==> src/rtl/regfile_wb_scheduler_if.sv <==
// Writeback scheduler bus: issue-side reservation/queries, two writeback sources,
// and the registered register-file write port.
interface regfile_wb_scheduler_if #(
    parameter int unsigned IDX_W  = 5,
    parameter int unsigned DATA_W = 32
);
    logic              allocValid;
    logic [IDX_W-1:0]  allocIndex;
    logic              allocReady;
    logic [IDX_W-1:0]  rs1Index;
    logic [IDX_W-1:0]  rs2Index;
    logic              rs1Busy;
    logic              rs2Busy;
    logic              aluValid;
    logic [IDX_W-1:0]  aluIndex;
    logic [DATA_W-1:0] aluData;
    logic              aluReady;
    logic              lsuValid;
    logic [IDX_W-1:0]  lsuIndex;
    logic [DATA_W-1:0] lsuData;
    logic              lsuReady;
    logic              we;
    logic [IDX_W-1:0]  writeIndex;
    logic [DATA_W-1:0] data;

    modport master (
        output allocValid, allocIndex, rs1Index, rs2Index,
        output aluValid, aluIndex, aluData, lsuValid, lsuIndex, lsuData,
        input  allocReady, rs1Busy, rs2Busy, aluReady, lsuReady,
        input  we, writeIndex, data
    );

    modport slave (
        input  allocValid, allocIndex, rs1Index, rs2Index,
        input  aluValid, aluIndex, aluData, lsuValid, lsuIndex, lsuData,
        output allocReady, rs1Busy, rs2Busy, aluReady, lsuReady,
        output we, writeIndex, data
    );
endinterface

==> src/rtl/regfile_wb_scheduler.sv <==
// Round-robin arbiter for the register-file write port between ALU and LSU,
// with a busy scoreboard for RAW/WAW stalls at issue.
module regfile_wb_scheduler #(
    parameter int unsigned NUM_REGS = 32,
    parameter int unsigned IDX_W    = 5,
    parameter int unsigned DATA_W   = 32
) (
    input  logic                   clk,
    input  logic                   reset,
    regfile_wb_scheduler_if.slave  wb
);
    localparam logic SRC_ALU = 1'b0;
    localparam logic SRC_LSU = 1'b1;

    logic [NUM_REGS-1:0] busy_q, busy_d;
    logic                last_grant_q, last_grant_d;
    logic                we_q, we_d;
    logic [IDX_W-1:0]    write_index_q, write_index_d;
    logic [DATA_W-1:0]   data_q, data_d;

    logic                grant_alu, grant_lsu, alloc_ready, alloc_fire;
    logic [IDX_W-1:0]    sel_index;
    logic [DATA_W-1:0]   sel_data;

    // Arbitration and reservation acceptance; nothing is granted during reset.
    always_comb begin
        grant_alu = 1'b0;
        grant_lsu = 1'b0;
        if (!reset) begin
            if (wb.aluValid && wb.lsuValid) begin
                grant_alu = (last_grant_q == SRC_LSU);
                grant_lsu = !grant_alu;
            end else begin
                grant_alu = wb.aluValid;
                grant_lsu = wb.lsuValid;
            end
        end
        sel_index   = grant_lsu ? wb.lsuIndex : wb.aluIndex;
        sel_data    = grant_lsu ? wb.lsuData  : wb.aluData;
        alloc_ready = !reset && ((wb.allocIndex == '0) || !busy_q[wb.allocIndex]);
        alloc_fire  = wb.allocValid && alloc_ready && (wb.allocIndex != '0);
    end

    // Next state: clear the bit being written this cycle, set newly reserved bit.
    always_comb begin
        busy_d        = busy_q;
        last_grant_d  = last_grant_q;
        we_d          = 1'b0;
        write_index_d = write_index_q;
        data_d        = data_q;
        if (we_q) begin
            busy_d[write_index_q] = 1'b0;
        end
        if (alloc_fire) begin
            busy_d[wb.allocIndex] = 1'b1;
        end
        busy_d[0] = 1'b0;
        if (grant_alu || grant_lsu) begin
            last_grant_d = grant_lsu ? SRC_LSU : SRC_ALU;
            // Writes to x0 are accepted but never reach the register file.
            if (sel_index != '0) begin
                we_d          = 1'b1;
                write_index_d = sel_index;
                data_d        = sel_data;
            end
        end
    end

    always_ff @(posedge clk) begin
        if (reset) begin
            busy_q        <= '0;
            last_grant_q  <= SRC_LSU;
            we_q          <= 1'b0;
            write_index_q <= '0;
            data_q        <= '0;
        end else begin
            busy_q        <= busy_d;
            last_grant_q  <= last_grant_d;
            we_q          <= we_d;
            write_index_q <= write_index_d;
            data_q        <= data_d;
        end
    end

    assign wb.allocReady = alloc_ready;
    assign wb.rs1Busy    = busy_q[wb.rs1Index];
    assign wb.rs2Busy    = busy_q[wb.rs2Index];
    assign wb.aluReady   = grant_alu;
    assign wb.lsuReady   = grant_lsu;
    assign wb.we         = we_q;
    assign wb.writeIndex = write_index_q;
    assign wb.data       = data_q;
endmodule

==> src/flat_wrapper.sv <==
// flat-port wrapper written by rule: the top's interface ports become plain ports
module regfile_wb_scheduler_flat 
#(
    parameter int unsigned NUM_REGS = 32,
    parameter int unsigned IDX_W    = 5,
    parameter int unsigned DATA_W   = 32
)
  (clk, reset, wb_allocValid, wb_allocIndex, wb_rs1Index, wb_rs2Index, wb_aluValid, wb_aluIndex, wb_aluData, wb_lsuValid, wb_lsuIndex, wb_lsuData, wb_allocReady, wb_rs1Busy, wb_rs2Busy, wb_aluReady, wb_lsuReady, wb_we, wb_writeIndex, wb_data);
  regfile_wb_scheduler_if #(.IDX_W(IDX_W), .DATA_W(DATA_W)) wb_i ();
  input  logic clk;
  input  logic reset;
  input wire logic [$bits(wb_i.allocValid)-1:0] wb_allocValid;
  input wire logic [$bits(wb_i.allocIndex)-1:0] wb_allocIndex;
  input wire logic [$bits(wb_i.rs1Index)-1:0] wb_rs1Index;
  input wire logic [$bits(wb_i.rs2Index)-1:0] wb_rs2Index;
  input wire logic [$bits(wb_i.aluValid)-1:0] wb_aluValid;
  input wire logic [$bits(wb_i.aluIndex)-1:0] wb_aluIndex;
  input wire logic [$bits(wb_i.aluData)-1:0] wb_aluData;
  input wire logic [$bits(wb_i.lsuValid)-1:0] wb_lsuValid;
  input wire logic [$bits(wb_i.lsuIndex)-1:0] wb_lsuIndex;
  input wire logic [$bits(wb_i.lsuData)-1:0] wb_lsuData;
  output wire logic [$bits(wb_i.allocReady)-1:0] wb_allocReady;
  output wire logic [$bits(wb_i.rs1Busy)-1:0] wb_rs1Busy;
  output wire logic [$bits(wb_i.rs2Busy)-1:0] wb_rs2Busy;
  output wire logic [$bits(wb_i.aluReady)-1:0] wb_aluReady;
  output wire logic [$bits(wb_i.lsuReady)-1:0] wb_lsuReady;
  output wire logic [$bits(wb_i.we)-1:0] wb_we;
  output wire logic [$bits(wb_i.writeIndex)-1:0] wb_writeIndex;
  output wire logic [$bits(wb_i.data)-1:0] wb_data;
  assign wb_i.allocValid = wb_allocValid;
  assign wb_i.allocIndex = wb_allocIndex;
  assign wb_i.rs1Index = wb_rs1Index;
  assign wb_i.rs2Index = wb_rs2Index;
  assign wb_i.aluValid = wb_aluValid;
  assign wb_i.aluIndex = wb_aluIndex;
  assign wb_i.aluData = wb_aluData;
  assign wb_i.lsuValid = wb_lsuValid;
  assign wb_i.lsuIndex = wb_lsuIndex;
  assign wb_i.lsuData = wb_lsuData;
  assign wb_allocReady = wb_i.allocReady;
  assign wb_rs1Busy = wb_i.rs1Busy;
  assign wb_rs2Busy = wb_i.rs2Busy;
  assign wb_aluReady = wb_i.aluReady;
  assign wb_lsuReady = wb_i.lsuReady;
  assign wb_we = wb_i.we;
  assign wb_writeIndex = wb_i.writeIndex;
  assign wb_data = wb_i.data;
  regfile_wb_scheduler #(.NUM_REGS(NUM_REGS), .IDX_W(IDX_W), .DATA_W(DATA_W)) u_core (.clk(clk), .reset(reset), .wb(wb_i));
endmodule
==> config.mk <==
export PLATFORM = sky130hd
export DESIGN_NAME = regfile_wb_scheduler_flat
export DESIGN_NICKNAME = d
export VERILOG_FILES = /design/src/rtl/regfile_wb_scheduler_if.sv /design/src/rtl/regfile_wb_scheduler.sv /design/src/flat_wrapper.sv
export SDC_FILE = /design/constraint.sdc
export NUM_CORES = 1
export LEC_CHECK = 0
export BUFFER_PORTS_ARGS = -buffer_cell sky130_fd_sc_hd__buf_2
export CORE_MARGIN = 1
export CORE_UTILIZATION = 55
export CTS_BUF_LIST = sky130_fd_sc_hd__clkbuf_4 sky130_fd_sc_hd__clkbuf_8
export DETAILED_ROUTE_END_ITERATION = 12
export PLACE_DENSITY = 0.86
export SLEW_MARGIN = 20
export SYNTH_ARGS = -nofsm -noshare
export SYNTH_HDL_FRONTEND = slang
export SYNTH_SLANG_ARGS = --single-unit
==> constraint.sdc <==
create_clock -name clk -period 4.43 [get_ports clk]
set_clock_uncertainty 0.1 [all_clocks]
set_input_delay 0.886 -clock clk [delete_from_list [all_inputs] [get_ports clk]]
set_output_delay 0.886 -clock clk [all_outputs]
set_load 0.01 [all_outputs]
### Yosys cells after proc, flatten, opt, wreduce, memory -nomap -nowiden

Cells that the tools add are included.

* bits in registers: 71
* latch bits: 0
* memory bits (writable): 0
* memory bits (read-only): 0
* output and inout bits: 43
* logic and storage cells: 52
* memories kept: 0

* $add $sub $neg: 0
* $mul: 0
* div/mod/pow operators: 0
* order comparisons: 6
* equal/unequal tests: 0
* shift-type cells: 0
* muxes and demuxes: 20
* bitwise operators: 4
* reductions and logical operators: 16

Operator list (count)
* $mux 32: 3
* $and 32x32->32: 1
* $not 32->32: 1
* $or 32x32->32: 1
* $lt 5x6->1 const B: 4
* $bmux 1 s5: 3
* $mux 1: 11
* $demux 1 s5: 2
* $ge 5x1->1 const B: 2
* $reduce_bool 5->1: 2
* $logic_and 1x1->1: 6
* $logic_not 5->1: 1
* $mux 5: 1
* $logic_not 1->1: 3
* $logic_or 1x1->1: 2
* $reduce_and 2->1: 1
* $reduce_or 2->1: 1
* $not 1->1: 1

### Longest topological paths before layout

Gate-level depths: netlist (run 1).

* depth in word-level cells: 9
* gate-level depth with buffers: 8
* gate-level depth less buffers: 6

### Worst setup path after synthesis (run 1)

OpenSTA, ideal clock, no wires.

* path type: input to output
* start: in wb_rs1Index[0]
* end: out wb_rs1Busy
* data arrival time: 2.197 ns
* setup slack: 1.247 ns
* stages: 5
* buffers on the path: 1
* cell sequence: buf_2 -> mux4_2 -> mux2_2 -> a211oi_1 -> a21oi_1

* cells in the longest elaborated chain, start to end: 2

Ends and longest elaborated chain
* start, declared: line flat_wrapper.sv:14 `input wire logic [$bits(wb_i.rs1Index)-1:0] wb_rs1Index;`
* $bmux 1 s5: line regfile_wb_scheduler.sv:86 `assign wb.rs1Busy = busy_q[wb.rs1Index];`
* $mux 1 (implied by the code): line regfile_wb_scheduler.sv:86
* end, declared: line flat_wrapper.sv:23 `output wire logic [$bits(wb_i.rs1Busy)-1:0] wb_rs1Busy;`

Every way passes these cells. The select of a mux whose other input is x is not followed.

### Worst setup path after layout (run 1)

* start: in wb_allocIndex[0]
* end: out wb_allocReady

* cells in the longest elaborated chain, start to end: 5

Ends and longest elaborated chain
* start, declared: line flat_wrapper.sv:13 `input wire logic [$bits(wb_i.allocIndex)-1:0] wb_allocIndex;`
* $bmux 1 s5: line regfile_wb_scheduler.sv:40 `alloc_ready = !reset && ((wb.allocIndex == '0) || !busy_q[wb.allocIndex]);`
* $mux 1 (implied by the code): line regfile_wb_scheduler.sv:40
* $logic_not 1->1: line regfile_wb_scheduler.sv:40
* $logic_or 1x1->1 (*): line regfile_wb_scheduler.sv:40
* $logic_and 1x1->1 (*): line regfile_wb_scheduler.sv:40
* end, declared: line flat_wrapper.sv:22 `output wire logic [$bits(wb_i.allocReady)-1:0] wb_allocReady;`

Mark *: on every way between the ends. The rest lies on a longest branch, timed or not. The select of a mux whose other input is x is not followed.

==> impl_metrics.env, run 1 <==
export IMPL_rr_worst_depth=5
export IMPL_synthDistinctLibCells=41
export IMPL_clock_latency_ns=0.35
export IMPL_die_w_um=87.8
export IMPL_routed_wl_um=12200
export IMPL_hp_class="flop to flop"
export IMPL_yosys_area_share_adder=0
export IMPL_cts_tree="done"
export IMPL_syn_cell_area_um2=4050
export IMPL_finalSetupViolCount=0
export IMPL_layout_drive_gt1_share=0.320
export IMPL_synth_compound_area_share=0.196
export IMPL_met1Wirelength_um=4730
export IMPL_portBuffers=136
export IMPL_ys_top_cells_by_area="dfxtp_1 35%, nand2_1 10%, mux4_2 8.9%, a311oi_1 7.6%, nand3b_1 4.3%"
export IMPL_nFillCells=572
export IMPL_fp_row_count=30
export IMPL_cts_root_buffer="clkbuf_8"
export IMPL_ys_seq_area_frac=0.346
export IMPL_die_area_um2=7700
export IMPL_die_h_um=87.8
export IMPL_end_kind="output port"
export IMPL_multiInputGateArea_um2=2460
export IMPL_gp_congestion=1.04
export IMPL_cts_hold_buf=0
export IMPL_worstPathCellList="buf_2 -> mux4_2 -> and2_1 -> a311oi_2 -> nand3_1 -> nor2_1 -> buf_2"
export IMPL_cp_common_cell="buf_2"
export IMPL_synthToLayoutAreaGrowth_pct=22.5
export IMPL_ctsResizeCount=0
export IMPL_track_usage=0.328
export IMPL_max_cap_viol_count=0
export IMPL_yosys_warnings=0
export IMPL_hold_depth=2
export IMPL_start_util=0.583
export IMPL_worst_slew_pin_slew_ns=0.792
export IMPL_max_stage_delay_ns=0.55
export IMPL_fin_tns_setup_ns=0
export IMPL_cts_made_buffers=9
export IMPL_synth_xor_area_share=0
export IMPL_grt_pass1_wl_um=19100
export IMPL_seq_area_um2=1400
export IMPL_fin_crit_ns=3.67
export IMPL_ios=137
export IMPL_final_common_cell="buf_2"
export IMPL_fin_total_pwr_mw=1.55
export IMPL_detail_route_antenna_nets=0
export IMPL_rsz0062_at_grt="false"
export IMPL_max_freq_mhz=273
export IMPL_fin_crit_sh=0.828
export IMPL_crit_path_top_delay_cell="mux4_2"
export IMPL_finalHoldViolCount=0
export IMPL_wl_met2_um=6030
export IMPL_grt_pass1_vias=4048
export IMPL_p_leak_nw=2.07
export IMPL_yosysTopAreaCell="dfxtp_1"
export IMPL_status="completed"
export IMPL_post_route_drc_count=0
export IMPL_clkSlewWorstSetupHoldPaths_ns=0.07
export IMPL_grt_max_degree=45
export IMPL_post_cts_setup_buffers=0
export IMPL_yosysTopAreaCellShare=0.346
export IMPL_final_cell_mix="136 x buf_2, 112 x nand2_1, 70 x dfxtp_1, 43 x nor2_1, 35 x a311oi_1"
export IMPL_syn_nets=578
export IMPL_h_tree_depth=3
export IMPL_nets=692
export IMPL_post_drt_wl_per_cell_um=17.4
export IMPL_ys_ff_latch=70
export IMPL_dp_hpwl_um=8990
export IMPL_irDropWorstVdd_uv=200
export IMPL_synth_simple_area_share=0.267
export IMPL_numClockSinks=70
export IMPL_synth_top_family_by_area="simple AND/OR/NAND/NOR gates"
export IMPL_core_um2=6940
export IMPL_vias=4221
export IMPL_cts_buffer_depth=2
export IMPL_cellPowerDensity_nw_per_um2=313
export IMPL_synth_area_mux_share=0.144
export IMPL_crit_fanout=21
export IMPL_postSynthCellCount=484
export IMPL_crit_arrival_ns=2.68
export IMPL_maxSlewViolCount=0
export IMPL_grt_overflow=0
export IMPL_highest_layer="met4"
export IMPL_drt_first_pass_iters=5
export IMPL_avgSynthCellArea_um2=8.36
export IMPL_cp_start_kind="input port"
export IMPL_post_route_util=0.713
export IMPL_critPathKind="input port to output port"
export IMPL_drtIter0Drc=243
export IMPL_worstPathRequired_ns=3.44
export IMPL_dr_wl_met3_um=947
export IMPL_holdWs_ns=0.400
export IMPL_antenna_found_initial=1
export IMPL_slew_headroom=0.472
export IMPL_via_per_inst=6.03
## per-stage QoR
| step | worst slack, ns | instance area [µm²] | instances |
|---|---|---|---|
| after global placement | 0.805 | 4730 | 683 |
| after CTS | 0.762 | 4950 | 699 |
| after floorplan | 1.25 | 4050 | 484 |
| final | 0.762 | 4950 | 700 |
| after detailed placement | 0.766 | 4730 | 683 |
| after global routing | 0.594 | 4950 | 700 |
## routing by layer
layer,vias up,GRT usage
met3,42,0.0811
li1,1986,-
met1,1968,0.374
met4,0,0.171
met5,-,0
met2,225,0.569
## synthesized netlist by cell type (all sizes together)
cell,instances
or3,2
mux4,18
mux2,6
nand2,112
a211oi,3
nand4,1
a311oi,37
nand3b,24
a32oi,1
nor2,43
or3b,1
or4,2
dfxtp,70
clkbuf,26
a31oi,2
a21oi,3
o221ai,2
a22oi,2
o21ai,43
nor3b,8
o21a,1
nand2b,3
buf,11
o21bai,1
a221oi,2
o31ai,8
o22ai,2
mux2i,10
nor3,3
and2,5
and3,1
nand3,4
nor2b,19
inv,8
## final timing paths
path                            slack [ns]               start                 end
worst min register to register        0.40  u_core.wb.data[29]  u_core.wb.data[29]
worst min-delay path                  0.40  u_core.wb.data[29]  u_core.wb.data[29]
worst max-delay path                  0.76    wb_allocIndex[0]       wb_allocReady
worst max register to register        2.22    u_core.busy_q[5]    u_core.busy_q[4]
## logic make-up (layout without fill, tap and decap cells)
| logic type | after synthesis | count (layout) |
|---|---|---|
| AO/OA/AOI/OAI | 107 | 107 |
| other | 0 | 1 |
| flip-flops | 70 | 70 |
| AND/OR/NAND/NOR | 228 | 228 |
| multiplexers | 34 | 34 |
| buffers and inverters | 45 | 164 |
## critical path: cells and delay by family
kind	cells	cell delay [ns]
mux	1	0.55
buf+inv	2	0.50
compound gates	1	0.35
simple gates	3	0.38
## sequential cells by signal, indices dropped and copies added, names as in the netlist
| name | cells |
|---|---|
| u_core.wb.writeIndex | 5 |
| u_core.wb.we | 1 |
| u_core.wb.data | 32 |
| u_core.busy_q | 31 |
| u_core.last_grant_q | 1 |
## power breakdown
| part | switching, mW | internal [mW] |
|---|---|---|
| combinational | 0.162 | 0.119 |
| clock | 0.252 | 0.322 |
| sequential | 0.0290 | 0.665 |
## cell type report
cell class                      instances  share of cell area
Multi-Input combinational cell        369               0.496
Timing Repair Buffer                  140               0.146
Sequential cell                        70               0.283
Inverter                                8             0.00606
Clock inverter                          6              0.0174
Clock buffer                           10              0.0265
Tap cell                               96              0.0242
Antenna cell                            1            0.000505
Power figures use the tool's default switching activity.
==> run 2, diff against run 1 <==
Settings changed: CORE_UTILIZATION 55 to 47, PLACE_DENSITY 0.86 to 0.78.
Clock period 4.43 ns to 3.3 ns, I/O delays scaled along.
==> run 2 against run 1 <==
Compared with the run above: critical path type unchanged; non-clock buffer count grew 4; critical endpoint unchanged; clock-buffer cell count grew 2; sequential power grew 34%; largest power group unchanged; total power grew 25%; hold slack lost 0.0033 ns; via count shrank 1.2%; flip-flop and latch count is the same.
==> impl_metrics.env, run 2 (same netlist as run 1, synthesis figures left out) <==
export IMPL_detail_route_antenna_nets=0
export IMPL_worstPathCellList="buf_2 -> mux4_1 -> and2_1 -> a311oi_2 -> nand3_1 -> nor2_1 -> buf_2"
export IMPL_rsz0062_at_grt="false"
export IMPL_core_um2=8260
export IMPL_regToRegSetupSlack_ns=1.10
export IMPL_critPathKind="input port to output port"
export IMPL_cp_start_kind="input port"
export IMPL_met1Wirelength_um=4920
export IMPL_worstPathRequired_ns=2.54
export IMPL_cellPowerDensity_nw_per_um2=391
export IMPL_ctsResizeCount=0
export IMPL_cts_buffer_depth=2
export IMPL_post_drt_wl_per_cell_um=17.1
export IMPL_grt_pass1_wl_um=19400
export IMPL_antenna_found_initial=0
export IMPL_grt_max_degree=59
export IMPL_holdWs_ns=0.396
export IMPL_cts_tree="done"
export IMPL_post_route_drc_count=0
export IMPL_cellInternalPower_mw=1.36
export IMPL_p_leak_nw=2.07
export IMPL_cts_hold_buf=0
export IMPL_via_per_inst=5.86
export IMPL_maxSlewViolCount=0
export IMPL_pwr_share_clk=0.322
export IMPL_worst_slew_pin_slew_ns=0.743
export IMPL_r2r_end="u_core.busy_q[4]"
export IMPL_final_cells=711
export IMPL_dp_slack_ns=0.337
export IMPL_largest_reg_flops=32
export IMPL_hp_class="flop to flop"
export IMPL_final_cell_mix="136 x buf_2, 112 x nand2_1, 70 x dfxtp_1, 43 x nor2_1, 35 x a311oi_1"
export IMPL_start_util=0.490
export IMPL_portBuffers=136
export IMPL_hold_end="u_core.wb.data[9]"
export IMPL_hold_depth=2
export IMPL_gp_congestion=0.915
export IMPL_setup_ws_ns=0.335
export IMPL_crit_fanout=4
export IMPL_fin_total_pwr_mw=1.94
export IMPL_clkSlewWorstSetupHoldPaths_ns=0.08
export IMPL_rr_worst_depth=5
export IMPL_cts_made_buffers=9
export IMPL_max_stage_delay_ns=0.55
export IMPL_drtIter0Drc=197
export IMPL_highest_layer="met4"
export IMPL_cts_root_buffer="clkbuf_8"
export IMPL_power_frac_seq=0.481
export IMPL_finalHoldViolCount=0
export IMPL_finalSetupViolCount=0
export IMPL_grt_pass1_vias=3960
export IMPL_drt_first_pass_iters=8
export IMPL_pwr_share_comb=0.197
export IMPL_end_kind="output port"
export IMPL_fp_row_count=33
export IMPL_hold_start="u_core.wb.data[9]"
export IMPL_diodes=0
export IMPL_max_cap_viol_count=0
export IMPL_routed_wl_um=12200
export IMPL_wl_met2_um=5860
export IMPL_die_h_um=94.8
export IMPL_ios=137
export IMPL_max_freq_mhz=337
export IMPL_die_w_um=94.8
export IMPL_final_common_cell="buf_2"
export IMPL_nets=696
export IMPL_dr_wl_met3_um=987
export IMPL_status="completed"
export IMPL_cp_common_cell="buf_2"
export IMPL_synthToLayoutAreaGrowth_pct=22.3
export IMPL_dp_hpwl_um=9170
export IMPL_r2r_start="u_core.busy_q[5]"
export IMPL_numClockSinks=70
export IMPL_die_area_um2=8980
export IMPL_clock_latency_ns=0.34
export IMPL_grt_overflow=0
export IMPL_crit_arrival_ns=2.20
export IMPL_slew_headroom=0.503
export IMPL_switching_share=0.297
export IMPL_fin_tns_setup_ns=0
export IMPL_fin_crit_sh=0.898
export IMPL_h_tree_depth=3
export IMPL_layout_drive_gt1_share=0.323
export IMPL_vias=4170
export IMPL_fin_crit_ns=2.96
export IMPL_post_cts_setup_buffers=0
export IMPL_power_switching_uw=574
export IMPL_irDropWorstVdd_uv=236
export IMPL_crit_path_top_delay_cell="mux4_1"
export IMPL_dp_cells=696
export IMPL_track_usage=0.280
==> run 2: changes by cell type in the layout (fill, tap and decap cells not counted) <==
| cell | previous run | this run |
|---|---|---|
| buf_4 | 3 | 7 |
| bufinv_16 | 2 | 0 |
| clkbuf_4 | 1 | 2 |
| clkbuf_8 | 9 | 10 |
| clkinv_2 | 2 | 1 |
| diode_2 | 1 | 0 |
==> run 2: how the worst max path moves through the flow <==
| stage | start | endpoint | slack [ns] | cells past startpoint |
|---|---|---|---|---|
| floorplan | wb_rs1Index[0] | wb_rs1Busy | 0.57 | 5 |
| global placement | wb_rs1Index[0] | wb_rs1Busy | 0.42 | 6 |
| detailed placement | wb_rs2Index[0] | wb_rs2Busy | 0.34 | 6 |
| CTS | wb_allocIndex[0] | wb_allocReady | 0.34 | 7 |
| global route | wb_allocIndex[0] | wb_allocReady | 0.21 | 7 |
| finish | wb_allocIndex[0] | wb_allocReady | 0.34 | 7 |
==> run 2: per-stage QoR <==
step	area [µm²]	utilization
after floorplan	4050	-
after global placement	4770	0.578
after detailed placement	4770	0.578
after CTS	4950	0.599
after global routing	4950	0.599
final	4950	0.599
==> run 2: area by class of cell <==
class	count	area, µm²
Fill cell	761	3310
Multi-Input combinational cell	369	2460
Sequential cell	70	1400
Timing Repair Buffer	144	753
Clock buffer	12	153
Tap cell	105	131
Inverter	8	30.0
Clock inverter	3	21.3
==> run 2: metal layers <==
layer	global-route usage	vias to the layer above
met4	0.153	0
met2	0.468	217
met3	0.0636	30
met5	0	-
li1	-	1985
met1	0.332	1938
==> run 2: critical path, delay by kind of cell <==
family | cells | cell delay [ns]
AND/OR/NAND/NOR | 3 | 0.42
AO/OA/AOI/OAI | 1 | 0.30
multiplexers | 1 | 0.55
buffers and inverters | 2 | 0.27
==> run 2: power by group through the flow <==
stage | combinational, mW | clock (mW) | sequential (mW)
final | 0.381 | 0.624 | 0.932
after CTS | 0.381 | 0.637 | 0.931
after floorplan | 0.212 | 0 | 0.959
after detailed placement | 0.381 | 0 | 0.949
after global routing | 0.418 | 0.675 | 0.938
after global placement | 0.371 | 0 | 0.947
